==> src/rtl/vga_pkg.sv <==
// Shared VGA timing defaults (640x480@60), sync bundle type and memory address width
// for the frame reader and its timing generator.
package vga_pkg;

    localparam int unsigned VGA_H_ACT    = 640;
    localparam int unsigned VGA_H_FP     = 16;
    localparam int unsigned VGA_H_SW     = 96;
    localparam int unsigned VGA_H_BP     = 48;
    localparam int unsigned VGA_V_ACT    = 480;
    localparam int unsigned VGA_V_FP     = 10;
    localparam int unsigned VGA_V_SW     = 2;
    localparam int unsigned VGA_V_BP     = 33;

    localparam int unsigned VGA_H_TOTAL  = VGA_H_ACT + VGA_H_FP + VGA_H_SW + VGA_H_BP;
    localparam int unsigned VGA_V_TOTAL  = VGA_V_ACT + VGA_V_FP + VGA_V_SW + VGA_V_BP;
    localparam int unsigned VGA_HS_START = VGA_H_ACT + VGA_H_FP;
    localparam int unsigned VGA_HS_END   = VGA_HS_START + VGA_H_SW - 1;
    localparam int unsigned VGA_VS_START = VGA_V_ACT + VGA_V_FP;
    localparam int unsigned VGA_VS_END   = VGA_VS_START + VGA_V_SW - 1;

    localparam int unsigned VGA_ADDR_W   = 19;
    localparam int unsigned CNT_W        = 10;

    typedef struct packed {
        logic hs;
        logic vs;
        logic act;
    } vga_sync_t;

    localparam vga_sync_t SYNC_IDLE = '{hs: 1'b1, vs: 1'b1, act: 1'b0};

endpackage

==> src/rtl/vga_frame_reader_if.sv <==
// Video read port between the frame reader (master) and the memory stage (slave),
// plus the image size supplied alongside it.
interface vga_frame_reader_if
    import vga_pkg::*;
#(
    parameter int unsigned ADDR_W = VGA_ADDR_W
);
    logic [15:0]       dimensiones;
    logic [7:0]        pixel;
    logic [ADDR_W-1:0] DataAdr_VGA;

    modport master (
        output DataAdr_VGA,
        input  pixel,
        input  dimensiones
    );

    modport slave (
        input  DataAdr_VGA,
        output pixel,
        output dimensiones
    );
endinterface

==> src/rtl/vga_timing_gen.sv <==
// Pixel-enable divider and horizontal/vertical counters; produces raw (undelayed)
// sync/active flags and a registered one-clk frame_start pulse.
module vga_timing_gen
    import vga_pkg::*;
#(
    parameter int unsigned H_ACT = VGA_H_ACT,
    parameter int unsigned H_FP  = VGA_H_FP,
    parameter int unsigned H_SW  = VGA_H_SW,
    parameter int unsigned H_BP  = VGA_H_BP,
    parameter int unsigned V_ACT = VGA_V_ACT,
    parameter int unsigned V_FP  = VGA_V_FP,
    parameter int unsigned V_SW  = VGA_V_SW,
    parameter int unsigned V_BP  = VGA_V_BP
)(
    input  logic             clk,
    input  logic             reset,
    output logic             pe_o,
    output logic [CNT_W-1:0] hc_o,
    output logic [CNT_W-1:0] vc_o,
    output vga_sync_t        sync_o,
    output logic             frame_start_o
);
    localparam logic [CNT_W-1:0] H_LAST   = CNT_W'(H_ACT + H_FP + H_SW + H_BP - 1);
    localparam logic [CNT_W-1:0] V_LAST   = CNT_W'(V_ACT + V_FP + V_SW + V_BP - 1);
    localparam logic [CNT_W-1:0] HS_START = CNT_W'(H_ACT + H_FP);
    localparam logic [CNT_W-1:0] HS_END   = CNT_W'(H_ACT + H_FP + H_SW - 1);
    localparam logic [CNT_W-1:0] VS_START = CNT_W'(V_ACT + V_FP);
    localparam logic [CNT_W-1:0] VS_END   = CNT_W'(V_ACT + V_FP + V_SW - 1);
    localparam logic [CNT_W-1:0] H_ACT_C  = CNT_W'(H_ACT);
    localparam logic [CNT_W-1:0] V_ACT_C  = CNT_W'(V_ACT);

    logic             pe_q;
    logic             fs_q;
    logic [CNT_W-1:0] hc_q, hc_d;
    logic [CNT_W-1:0] vc_q, vc_d;

    always_comb begin
        hc_d = hc_q + 1'b1;
        vc_d = vc_q;
        if (hc_q == H_LAST) begin
            hc_d = '0;
            vc_d = (vc_q == V_LAST) ? '0 : vc_q + 1'b1;
        end
    end

    always_ff @(posedge clk or negedge reset) begin
        if (!reset) begin
            pe_q <= 1'b0;
            fs_q <= 1'b0;
            hc_q <= '0;
            vc_q <= '0;
        end else begin
            pe_q <= ~pe_q;
            fs_q <= pe_q && (hc_q == '0) && (vc_q == '0);
            if (pe_q) begin
                hc_q <= hc_d;
                vc_q <= vc_d;
            end
        end
    end

    always_comb begin
        sync_o.hs  = !((hc_q >= HS_START) && (hc_q <= HS_END));
        sync_o.vs  = !((vc_q >= VS_START) && (vc_q <= VS_END));
        sync_o.act = (hc_q < H_ACT_C) && (vc_q < V_ACT_C);
    end

    assign pe_o          = pe_q;
    assign hc_o          = hc_q;
    assign vc_o          = vc_q;
    assign frame_start_o = fs_q;

endmodule

==> src/rtl/vga_frame_reader.sv <==
// VGA-side reader of the video memory port: issues row-major pixel addresses for a
// W x H grayscale image at the screen's top-left and drives the DAC.
// Define ZOOM2X_EN to show the image at 2x (each source pixel repeated 2x2).
module vga_frame_reader
    import vga_pkg::*;
#(
    parameter int unsigned H_ACT  = VGA_H_ACT,
    parameter int unsigned H_FP   = VGA_H_FP,
    parameter int unsigned H_SW   = VGA_H_SW,
    parameter int unsigned H_BP   = VGA_H_BP,
    parameter int unsigned V_ACT  = VGA_V_ACT,
    parameter int unsigned V_FP   = VGA_V_FP,
    parameter int unsigned V_SW   = VGA_V_SW,
    parameter int unsigned V_BP   = VGA_V_BP,
    parameter int unsigned ADDR_W = VGA_ADDR_W
)(
    input  logic               clk,
    input  logic               reset,
    vga_frame_reader_if.master mem,
    output logic               vga_clk,
    output logic               vga_hsync,
    output logic               vga_vsync,
    output logic               vga_blank_n,
    output logic               vga_sync_n,
    output logic [7:0]         vga_r,
    output logic [7:0]         vga_g,
    output logic [7:0]         vga_b,
    output logic               frame_start
);
    localparam logic [CNT_W-1:0] H_LAST = CNT_W'(H_ACT + H_FP + H_SW + H_BP - 1);
    localparam logic [CNT_W-1:0] V_LAST = CNT_W'(V_ACT + V_FP + V_SW + V_BP - 1);

    logic              pe;
    logic [CNT_W-1:0]  hc, vc;
    vga_sync_t         sync_raw;

    logic [7:0]        w_q, h_q, w_eff, h_eff;
    logic [CNT_W-1:0]  x, y;
    logic              frame_first, row_step, in_img;
    logic [ADDR_W-1:0] row_base_q, row_base_d;
    logic [ADDR_W-1:0] addr_q, addr_d;
    logic              in_img_q;
    vga_sync_t         sync_q, out_q;
    logic [7:0]        rgb_q;

    vga_timing_gen #(
        .H_ACT (H_ACT), .H_FP (H_FP), .H_SW (H_SW), .H_BP (H_BP),
        .V_ACT (V_ACT), .V_FP (V_FP), .V_SW (V_SW), .V_BP (V_BP)
    ) u_timing (
        .clk           (clk),
        .reset         (reset),
        .pe_o          (pe),
        .hc_o          (hc),
        .vc_o          (vc),
        .sync_o        (sync_raw),
        .frame_start_o (frame_start)
    );

    always_comb begin
        frame_first = (hc == '0) && (vc == '0);
        // The size is sampled on the frame's first tick so pixel (0,0) already uses it.
        w_eff = frame_first ? mem.dimensiones[15:8] : w_q;
        h_eff = frame_first ? mem.dimensiones[7:0]  : h_q;
`ifdef ZOOM2X_EN
        x        = {1'b0, hc[CNT_W-1:1]};
        y        = {1'b0, vc[CNT_W-1:1]};
        row_step = vc[0];
`else
        x        = hc;
        y        = vc;
        row_step = 1'b1;
`endif
        in_img = (x < {2'b00, w_eff}) && (y < {2'b00, h_eff});

        addr_d = addr_q;
        if (in_img)
            addr_d = row_base_q + ADDR_W'(x);
        else if (frame_first)
            addr_d = '0;

        // Row base is cleared on the frame's last tick so it is already 0 at frame start.
        row_base_d = row_base_q;
        if (hc == H_LAST) begin
            if (vc == V_LAST)
                row_base_d = '0;
            else if (row_step && (y < {2'b00, h_q}))
                row_base_d = row_base_q + ADDR_W'(w_q);
        end
    end

    always_ff @(posedge clk or negedge reset) begin
        if (!reset) begin
            w_q        <= '0;
            h_q        <= '0;
            row_base_q <= '0;
            addr_q     <= '0;
            in_img_q   <= 1'b0;
            sync_q     <= SYNC_IDLE;
            out_q      <= SYNC_IDLE;
            rgb_q      <= '0;
        end else if (pe) begin
            w_q        <= w_eff;
            h_q        <= h_eff;
            row_base_q <= row_base_d;
            addr_q     <= addr_d;
            in_img_q   <= in_img;
            sync_q     <= sync_raw;
            // Syncs take the extra stage too, so they stay aligned with the returned pixel.
            out_q      <= sync_q;
            rgb_q      <= (in_img_q && sync_q.act) ? mem.pixel : '0;
        end
    end

    assign mem.DataAdr_VGA = addr_q;
    assign vga_clk         = pe;
    assign vga_hsync       = out_q.hs;
    assign vga_vsync       = out_q.vs;
    assign vga_blank_n     = out_q.act;
    assign vga_sync_n      = 1'b0;
    assign vga_r           = rgb_q;
    assign vga_g           = rgb_q;
    assign vga_b           = rgb_q;

endmodule

==> src/flat_wrapper.sv <==
// flat-port wrapper written by rule: the top's interface ports become plain ports
module vga_frame_reader_flat import vga_pkg::*;
#(
    parameter int unsigned H_ACT  = VGA_H_ACT,
    parameter int unsigned H_FP   = VGA_H_FP,
    parameter int unsigned H_SW   = VGA_H_SW,
    parameter int unsigned H_BP   = VGA_H_BP,
    parameter int unsigned V_ACT  = VGA_V_ACT,
    parameter int unsigned V_FP   = VGA_V_FP,
    parameter int unsigned V_SW   = VGA_V_SW,
    parameter int unsigned V_BP   = VGA_V_BP,
    parameter int unsigned ADDR_W = VGA_ADDR_W
)
  (clk, reset, vga_clk, vga_hsync, vga_vsync, vga_blank_n, vga_sync_n, vga_r, vga_g, vga_b, frame_start, mem_DataAdr_VGA, mem_pixel, mem_dimensiones);
  vga_frame_reader_if #(.ADDR_W(ADDR_W)) mem_i ();
  input  logic clk;
  input  logic reset;
  output logic vga_clk;
  output logic vga_hsync;
  output logic vga_vsync;
  output logic vga_blank_n;
  output logic vga_sync_n;
  output logic [7:0] vga_r;
  output logic [7:0] vga_g;
  output logic [7:0] vga_b;
  output logic frame_start;
  output wire logic [$bits(mem_i.DataAdr_VGA)-1:0] mem_DataAdr_VGA;
  input wire logic [$bits(mem_i.pixel)-1:0] mem_pixel;
  input wire logic [$bits(mem_i.dimensiones)-1:0] mem_dimensiones;
  assign mem_DataAdr_VGA = mem_i.DataAdr_VGA;
  assign mem_i.pixel = mem_pixel;
  assign mem_i.dimensiones = mem_dimensiones;
  vga_frame_reader #(.H_ACT(H_ACT), .H_FP(H_FP), .H_SW(H_SW), .H_BP(H_BP), .V_ACT(V_ACT), .V_FP(V_FP), .V_SW(V_SW), .V_BP(V_BP), .ADDR_W(ADDR_W)) u_core (.clk(clk), .reset(reset), .mem(mem_i), .vga_clk(vga_clk), .vga_hsync(vga_hsync), .vga_vsync(vga_vsync), .vga_blank_n(vga_blank_n), .vga_sync_n(vga_sync_n), .vga_r(vga_r), .vga_g(vga_g), .vga_b(vga_b), .frame_start(frame_start));
endmodule
==> config.mk <==
export PLATFORM = sky130hd
export DESIGN_NAME = vga_frame_reader_flat
export DESIGN_NICKNAME = d
export VERILOG_FILES = /design/src/rtl/vga_pkg.sv /design/src/rtl/vga_frame_reader_if.sv /design/src/rtl/vga_timing_gen.sv /design/src/rtl/vga_frame_reader.sv /design/src/flat_wrapper.sv
export SDC_FILE = /design/constraint.sdc
export NUM_CORES = 1
export LEC_CHECK = 0
export ABC_AREA = 1
export CAP_MARGIN = 10
export CORE_UTILIZATION = 50
export DETAILED_ROUTE_END_ITERATION = 10
export PLACE_DENSITY = 0.85
export SLEW_MARGIN = 20
export SYNTH_ARGS = -nofsm -noshare
export SYNTH_HDL_FRONTEND = slang
export SYNTH_HIERARCHICAL = 1
export SYNTH_SLANG_ARGS = --single-unit
==> constraint.sdc <==
create_clock -name clk -period 3.05 [get_ports clk]
set_input_delay 0.305 -clock clk [delete_from_list [all_inputs] [get_ports clk]]
set_output_delay 0.305 -clock clk [all_outputs]
set_load 0.02 [all_outputs]
==> impl_results.md, run 1 <==
* Detailed-route wire length at 16,400 um
* ANT cells at 0
* Largest delay share family, worst path: simple AND/OR/NAND/NOR gates
* Total number of vias at 6,182
* Slew HR at 0.626
* Hold WC Path Type: input pin to asynchronous set/reset pin
* CP endpoint kind: register
* I/O Pins at 75
* # setup viols final at 0
* Crit-path cells: nor2_4 > nand2_1 > nor2_4 > nand3_4 > buf_12 > o21ai_0 > ha_1 > a21oi_1 > o21ai_1 > nand3_1 > nand3b_1 > nand3b_1 > buf_4 > nand3_1 > nand2_1
* Multi-input logic area at 3460 um2
* Vias in the first global route at 5,780
* Crit path buf inv count at 2
* Num rows at 40
* CP required at 3.27 ns
* Tmin final at 2.87 ns
* Area of placed instances at 7200 um2
* Yosys reg bits at 91
* Initial Util at 0.519
* Final instance area at 7650 um2
* CTS tree: built
* Sw frac at 0.218
* Ratio of cells with drive above 1 in the final layout at 0.0923
* Tot Pwr at 2.83 mW
* TNS Setup at 0 ns
* Filler instances at 999
* R2R cell count at 15
* Worst flop-to-flop path startpoint: u_core/u_timing/vc_o[8]$_DFFE_PN0P_
* H-tree depth at 3
* Largest net degree at the start of global routing at 54
* Average cell area after synthesis at 7.41 um2
* Synth warnings at 6
* DR iter-0 viols at 613
* Critical Path AT at 3.10 ns
* MaxCap Viol Count at 0
* Syn Nets at 920
* Post-layout net count at 999
* Port bufs at 73
* Clock latency on the worst-skew pair at 0.34 ns
* Num CTS Buffers at 9
* Worst Max-Slew Pin Slew at 0.556 ns
* DP HPWL at 11,800 um
* Register area at 2280 um2
* Unrepaired setup endpoints after global routing: false
* Synthesis-to-layout area growth at 21.8%
* Post-synthesis cell type count at 46
* Longest Clk Path Bufs at 2
* Pre-antenna DRT Iters at 9
* Clk sink count at 91
* Overall die area at 13,000 um2
* R2R Setup Slk at 0.18 ns
* Startpoint types: register
* Max Freq at 348 MHz
* Core ar. at 12,100 um2
* ANT nets after route at 0
* Gpl congestion at 0.895
* Combinational power share at 0.080
* Register share of total power at 0.440
* Sw Pwr at 0.617 mW
* Clock skew at 0.00647 ns
* WL/cell at 14.9 um
* Outcome: finished clean
* Type of the worst setup path: register to register
* Peak VDD IR at 0.249 mV
* Initial antenna violation count at 0
* GR Overflow Total at 0
* Root Driver: clkbuf_16
* Mapped Area at 6280 um2
* Die Span Y at 114 um
* Register area share after synthesis at 0.363
* First-pass GRT wire length at 27,600 um
* GR Util All Layers at 0.269
* Max-slew violation count at 0
* Slowest stage delay, CP at 0.41 ns
* CTS clk-pin slew, worst paths at 0.07 ns
* Synth Instances at 848
* Clock share of power at 0.480
* Slowest CP cell: dfrtp_1
* R2R Path End: u_core/mem.DataAdr_VGA[5]$_DFFE_PN0P_
* Power Density at 370 nW/um2
* Fin. Hold Viols at 0
* Tcrit/Tclk final at 0.942
* Die W at 114 um
* Int Pwr at 2.21 mW
* Leakage at 3.84 nW
* CP max FO at 20
* # DRC at 0
* Via density at 5.62
[worst reg2reg max path, stage by stage (launching register included)]
cell and delay, ns:
dfrtp_1 0.41, nor2_4 0.16, nand2_1 0.13, nor2_4 0.15, nand3_4 0.11, buf_12 0.16, o21ai_0 0.28, ha_1 0.31
a21oi_1 0.15, o21ai_1 0.09, nand3_1 0.11, nand3b_1 0.10, nand3b_1 0.19, buf_4 0.21, nand3_1 0.11, nand2_1 0.07
[what timing repair did]
| item | 4_1_cts | 5_1_grt |
|---|---|---|
| setup endpoints to repair | 19 | 20 |
| pin swaps | 1 | 2 |
| setup buffers | 3 | 1 |
| cloned | 0 | 0 |
| resized for setup | 0 | 9 |
| hold endpoints to repair | 34 | 0 |
| hold buffers | 1 | 0 |
[worst max path at each step]
stage / from / endpoint / slack, ns / cells past startpoint
3_5_place_dp: u_core/u_timing/hc_o[8]$_DFFE_PN0P_ / u_core/mem.DataAdr_VGA[12]$_DFFE_PN0P_ / 0.04 / 16
5_1_grt: u_core/u_timing/vc_o[0]$_DFFE_PN0P_ / u_core/mem.DataAdr_VGA[5]$_DFFE_PN0P_ / 0.01 / 17
6_report: u_core/u_timing/vc_o[8]$_DFFE_PN0P_ / u_core/mem.DataAdr_VGA[5]$_DFFE_PN0P_ / 0.18 / 15
2_1_floorplan: u_core/u_timing/vc_o[3]$_DFFE_PN0P_ / u_core/mem.DataAdr_VGA[18]$_DFFE_PN0P_ / 0.21 / 14
4_1_cts: u_core/u_timing/vc_o[8]$_DFFE_PN0P_ / u_core/mem.DataAdr_VGA[5]$_DFFE_PN0P_ / 0.05 / 15
3_3_place_gp: u_core/u_timing/vc_o[0]$_DFFE_PN0P_ / u_core/mem.DataAdr_VGA[13]$_DFFE_PN0P_ / 0.16 / 16
[cells in the mapped netlist (all sizes together)]
library cell | instances | area (um2)
o21ai | 75 | 390
a21boi | 1 | 7.51
a21o | 3 | 22.5
nand2 | 234 | 883
conb | 1 | 3.75
fa | 2 | 40.0
o211ai | 3 | 22.5
nand3 | 87 | 453
ha | 44 | 551
a21oi | 28 | 151
a22o | 1 | 8.76
nand3b | 13 | 97.6
nor4 | 4 | 25.0
buf | 29 | 201
xor2 | 9 | 78.8
dfstp | 4 | 105
o21bai | 1 | 7.51
and3 | 3 | 18.8
inv | 89 | 334
xnor2 | 5 | 43.8
or2 | 9 | 56.3
a31oi | 2 | 12.5
a211oi | 1 | 7.51
nor3 | 13 | 70.1
clkbuf | 7 | 26.3
o21a | 1 | 7.51
dfrtp | 87 | 2180
o2111ai | 1 | 8.76
nand4 | 24 | 165
nor2 | 67 | 308
[metrics by stage]
step	setup slack [ns]	cells	util	hold WS, ns
floorplan	0.211	848	-	0.00941
global placement	0.155	1079	0.595	0.308
detailed placement	0.0403	1079	0.595	0.308
CTS	0.0507	1099	0.630	0.461
global route	0.0119	1100	0.632	0.482
finish	0.176	1100	0.632	0.458
[layout make-up]
type                       count  area share
clock inverter                 7      0.0183
multi-input combinational    632       0.452
timing repair buffer         104       0.131
tap                          168      0.0275
inverter                      89      0.0436
sequential                    91       0.298
clock buffer                   9      0.0294
[cell usage in the layout (no fill, tap or decap), types with 12 or more instances in the layout]
master	instances
nand2_1	231
inv_1	86
dfrtp_1	86
nand3_1	85
clkdlybuf4s50_1	72
o21ai_0	65
nor2_1	57
ha_1	44
buf_4	27
a21oi_1	27
nand4_1	23
nand3b_1	13
nor3_1	12
[logic make-up (layout without fill, tap and decap cells)]
| group | after synthesis | after routing | share of synthesized area |
|---|---|---|---|
| compound gates | 117 | 117 | 0.103 |
| simple gates | 454 | 454 | 0.330 |
| xor+xnor | 14 | 14 | 0.0195 |
| fa+ha+maj | 46 | 46 | 0.0940 |
| other cells | 1 | 1 | 0.000597 |
| flops | 91 | 91 | 0.363 |
| buf+inv | 125 | 209 | 0.0894 |
[power groups by stage]
stage                     Sequential (mW)  Clock, mW  Combinational [mW]
after global routing                 1.25       1.43               0.250
after global placement               1.27          0               0.217
after detailed placement             1.27          0               0.221
after floorplan                      1.28          0               0.109
after CTS                            1.25       1.38               0.227
final                                1.25       1.36               0.227
[registers in the layout, indices dropped and copies added, names as in the netlist, 3 cells and up]
register                count
u_core/u_timing/hc_o       10
u_core/sync_q               3
u_core/row_base_q          19
u_core/h_q                  8
u_core/vga_b                8
u_core/mem.DataAdr_VGA     19
u_core/u_timing/vc_o       10
u_core/w_q                  8
[per-layer routing]
| layer | global-route usage | wire (um) |
|---|---|---|
| met1 | 0.362 | 7290 |
| met5 | 0 | 0 |
| met4 | 0.127 | 520 |
| met2 | 0.426 | 7470 |
| met3 | 0.0408 | 1160 |
(Power assumes the default switching activity.)
==> run 2, diff against run 1 <==
--- a/config.mk
+++ b/config.mk
@@ -7,9 +7,9 @@
 export LEC_CHECK = 0
 export ABC_AREA = 1
 export CAP_MARGIN = 10
-export CORE_UTILIZATION = 50
+export CORE_UTILIZATION = 40
 export DETAILED_ROUTE_END_ITERATION = 10
-export PLACE_DENSITY = 0.85
+export PLACE_DENSITY = 0.72
 export SLEW_MARGIN = 20
 export SYNTH_ARGS = -nofsm -noshare
 export SYNTH_HDL_FRONTEND = slang
==> run 2 against run 1 <==
  * Register-to-register slack better by 0.05 ns
  * Fmax up 1.8%
  * Global-route usage down 6.4 points
  * Largest power group is now sequential cells
  * Final cell count up 3.7%
  * Count of clock-buffer cells in the layout up 3
  * Critical path depth up 1
  * Power down 4.7%
==> impl_results.md, run 2 (same netlist as run 1, synthesis figures left out) <==
* Outcome: finished clean (unchanged)
* Overall die area at 16,200 um2 (was 13,000 um2)
* Most common library cell in the layout ignoring fill and taps: nand2_1 (unchanged)
* Worst flop-to-flop path startpoint: u_core/u_timing/hc_o[8]$_DFFE_PN0P_ (was u_core/u_timing/vc_o[8]$_DFFE_PN0P_)
* Via density at 5.16 (was 5.62)
* Largest net degree at the start of global routing at 62 (was 54)
* Critical Path AT at 3.11 ns (was 3.10 ns)
* Most frequent cells in the layout: nand2_1, dfrtp_1, inv_1 (was nand2_1, inv_1, dfrtp_1)
* Worst Max-Slew Pin Slew at 0.815 ns (was 0.556 ns)
* Total number of vias at 5,883 (was 6,182)
* H-tree depth at 3 (unchanged)
* Max Freq at 354 MHz (was 348 MHz)
* Met3 Usage GRT at 0.0293 (was 0.0408)
* Tcrit/Tclk final at 0.926 (was 0.942)
* MaxCap Viol Count at 0 (unchanged)
* Grt met2 use at 0.314 (was 0.426)
* ANT cells at 0 (unchanged)
* Initial antenna violation count at 0 (unchanged)
* CTS clk-pin slew, worst paths at 0.06 ns (was 0.07 ns)
* Port bufs at 73 (unchanged)
* Die Span Y at 127 um (was 114 um)
* Longest Clk Path Bufs at 2 (unchanged)
* Core ar. at 15,300 um2 (was 12,100 um2)
* I/O Pins at 75 (unchanged)
* Synthesis-to-layout area growth at 21.4% (was 21.8%)
* DP HPWL at 11,900 um (was 11,800 um)
* Power Density at 353 nW/um2 (was 370 nW/um2)
* Max-slew violation count at 0 (unchanged)
* CP required at 3.33 ns (was 3.27 ns)
* R2R cell count at 16 (was 15)
* # DRC at 0 (unchanged)
* WL/cell at 14.0 um (was 14.9 um)
* Fin. Hold Viols at 0 (unchanged)
* Num CTS Buffers at 9 (unchanged)
* Root Driver: clkbuf_16 (unchanged)
* Startpoint types: register (unchanged)
* Layout Cells excl Fill at 1,141 (was 1,100)
* Leakage at 3.80 nW (was 3.84 nW)
* Tmin final at 2.82 ns (was 2.87 ns)
* First-pass GRT wire length at 26,500 um (was 27,600 um)
* Pre-antenna DRT Iters at 6 (was 9)
* Filler instances at 1,481 (was 999)
* GR Layer Usage met1 at 0.295 (was 0.362)
* GRT busiest layer: met2 (unchanged)
* Peak VDD IR at 0.282 mV (was 0.249 mV)
* Detailed-route wire length at 15,900 um (was 16,400 um)
* Hold_buf cts at 0 (was 1)
* Num rows at 45 (was 40)
* Initial Util at 0.412 (was 0.519)
* Die W at 127 um (was 114 um)
* DR iter-0 viols at 472 (was 613)
* Ratio of cells with drive above 1 in the final layout at 0.0871 (was 0.0923)
* TNS Setup at 0 ns (unchanged)
* Clk sink count at 91 (unchanged)
* GR Util All Layers at 0.205 (was 0.269)
* R2R Setup Slk at 0.23 ns (was 0.18 ns)
* Unrepaired setup endpoints after global routing: false (unchanged)
* R2R Path End: u_core/mem.DataAdr_VGA[9]$_DFFE_PN0P_ (was u_core/mem.DataAdr_VGA[5]$_DFFE_PN0P_)
* Type of the worst setup path: register to register (unchanged)
* Clock latency on the worst-skew pair at 0.34 ns (about the same)
* Cell Count Post-Placement at 1,122 (was 1,079)
* Hold WC Path Type: input pin to asynchronous set/reset pin (unchanged)
* CTS tree: built (unchanged)
* CP max FO at 19 (was 20)
* CP endpoint kind: register (unchanged)
* Gpl congestion at 0.880 (was 0.895)
* # setup viols final at 0 (unchanged)
* Post-layout net count at 997 (was 999)
* GR Overflow Total at 0 (unchanged)
* Vias in the first global route at 5,370 (was 5,780)
* Slew HR at 0.457 (was 0.626)
* ANT nets after route at 0 (unchanged)
* Clock skew at 0.00802 ns (was 0.00647 ns)
==> run 2: how the worst max path moves through the flow <==
stage | cells after the start | end | from
2_1_floorplan | 14 | u_core/mem.DataAdr_VGA[18]$_DFFE_PN0P_ | u_core/u_timing/vc_o[3]$_DFFE_PN0P_
3_3_place_gp | 13 | u_core/mem.DataAdr_VGA[14]$_DFFE_PN0P_ | u_core/u_timing/vc_o[0]$_DFFE_PN0P_
3_5_place_dp | 13 | u_core/mem.DataAdr_VGA[14]$_DFFE_PN0P_ | u_core/u_timing/vc_o[0]$_DFFE_PN0P_
4_1_cts | 13 | u_core/mem.DataAdr_VGA[14]$_DFFE_PN0P_ | u_core/u_timing/vc_o[0]$_DFFE_PN0P_
5_1_grt | 16 | u_core/mem.DataAdr_VGA[16]$_DFFE_PN0P_ | u_core/u_timing/vc_o[0]$_DFFE_PN0P_
6_report | 16 | u_core/mem.DataAdr_VGA[9]$_DFFE_PN0P_ | u_core/u_timing/hc_o[8]$_DFFE_PN0P_
==> run 2: worst max-delay path: stages (launching register included) <==
cell and delay (ns):
dfrtp_1 0.38, nor2_1 0.19, nand2_1 0.14, nor2_4 0.14, nand3_4 0.12, buf_4 0.21
nand2_1 0.06, o21ai_1 0.06, ha_1 0.31, a22o_1 0.20, nor4_1 0.18, nand3b_1 0.13
buf_4 0.15, a21oi_4 0.13, buf_12 0.16, nand3b_1 0.09, nand2_1 0.08
==> run 2: timing repair <==
| item | in CTS | in global routing |
|---|---|---|
| resized for setup | 0 | 7 |
| buffers inserted | 0 | 2 |
| setup endpoints to repair | 0 | 20 |
==> run 2: metrics by stage <==
step	hold slack, ns	utilization	power [mW]	worst slack, ns	cell area (um2)
4_1_cts	0.0855	0.497	2.72	0.0269	7590
3_3_place_gp	0.447	0.476	1.49	0.157	7260
5_1_grt	0.120	0.500	2.79	0.0316	7630
2_1_floorplan	0.00941	-	1.38	0.211	6280
3_5_place_dp	0.449	0.476	1.49	0.0268	7260
6_report	0.0393	0.500	2.70	0.226	7630
==> run 2: metal layers <==
layer	wire length, um	vias up
li1	-	2949
met1	7660	2689
met2	6970	218
met3	998	27
met4	309	0
met5	0	-
==> run 2: power by group <==
part | switching (mW) | internal [mW]
logic | 0.121 | 0.103
clock network | 0.465 | 0.762
registers | 0.0176 | 1.23
total | 0.604 | 2.09
==> run 2: cell type report <==
type                            count  area, um2  area share
Clock buffer                       12        256      0.0336
Clock inverter                      4       72.6     0.00951
Inverter                           89        338      0.0443
Multi-Input combinational cell    632       3450       0.452
Sequential cell                    91       2280       0.299
Tap cell                          211        264      0.0346
Timing Repair Buffer              101        963       0.126
Timing Repair inverter              1       5.00    0.000656
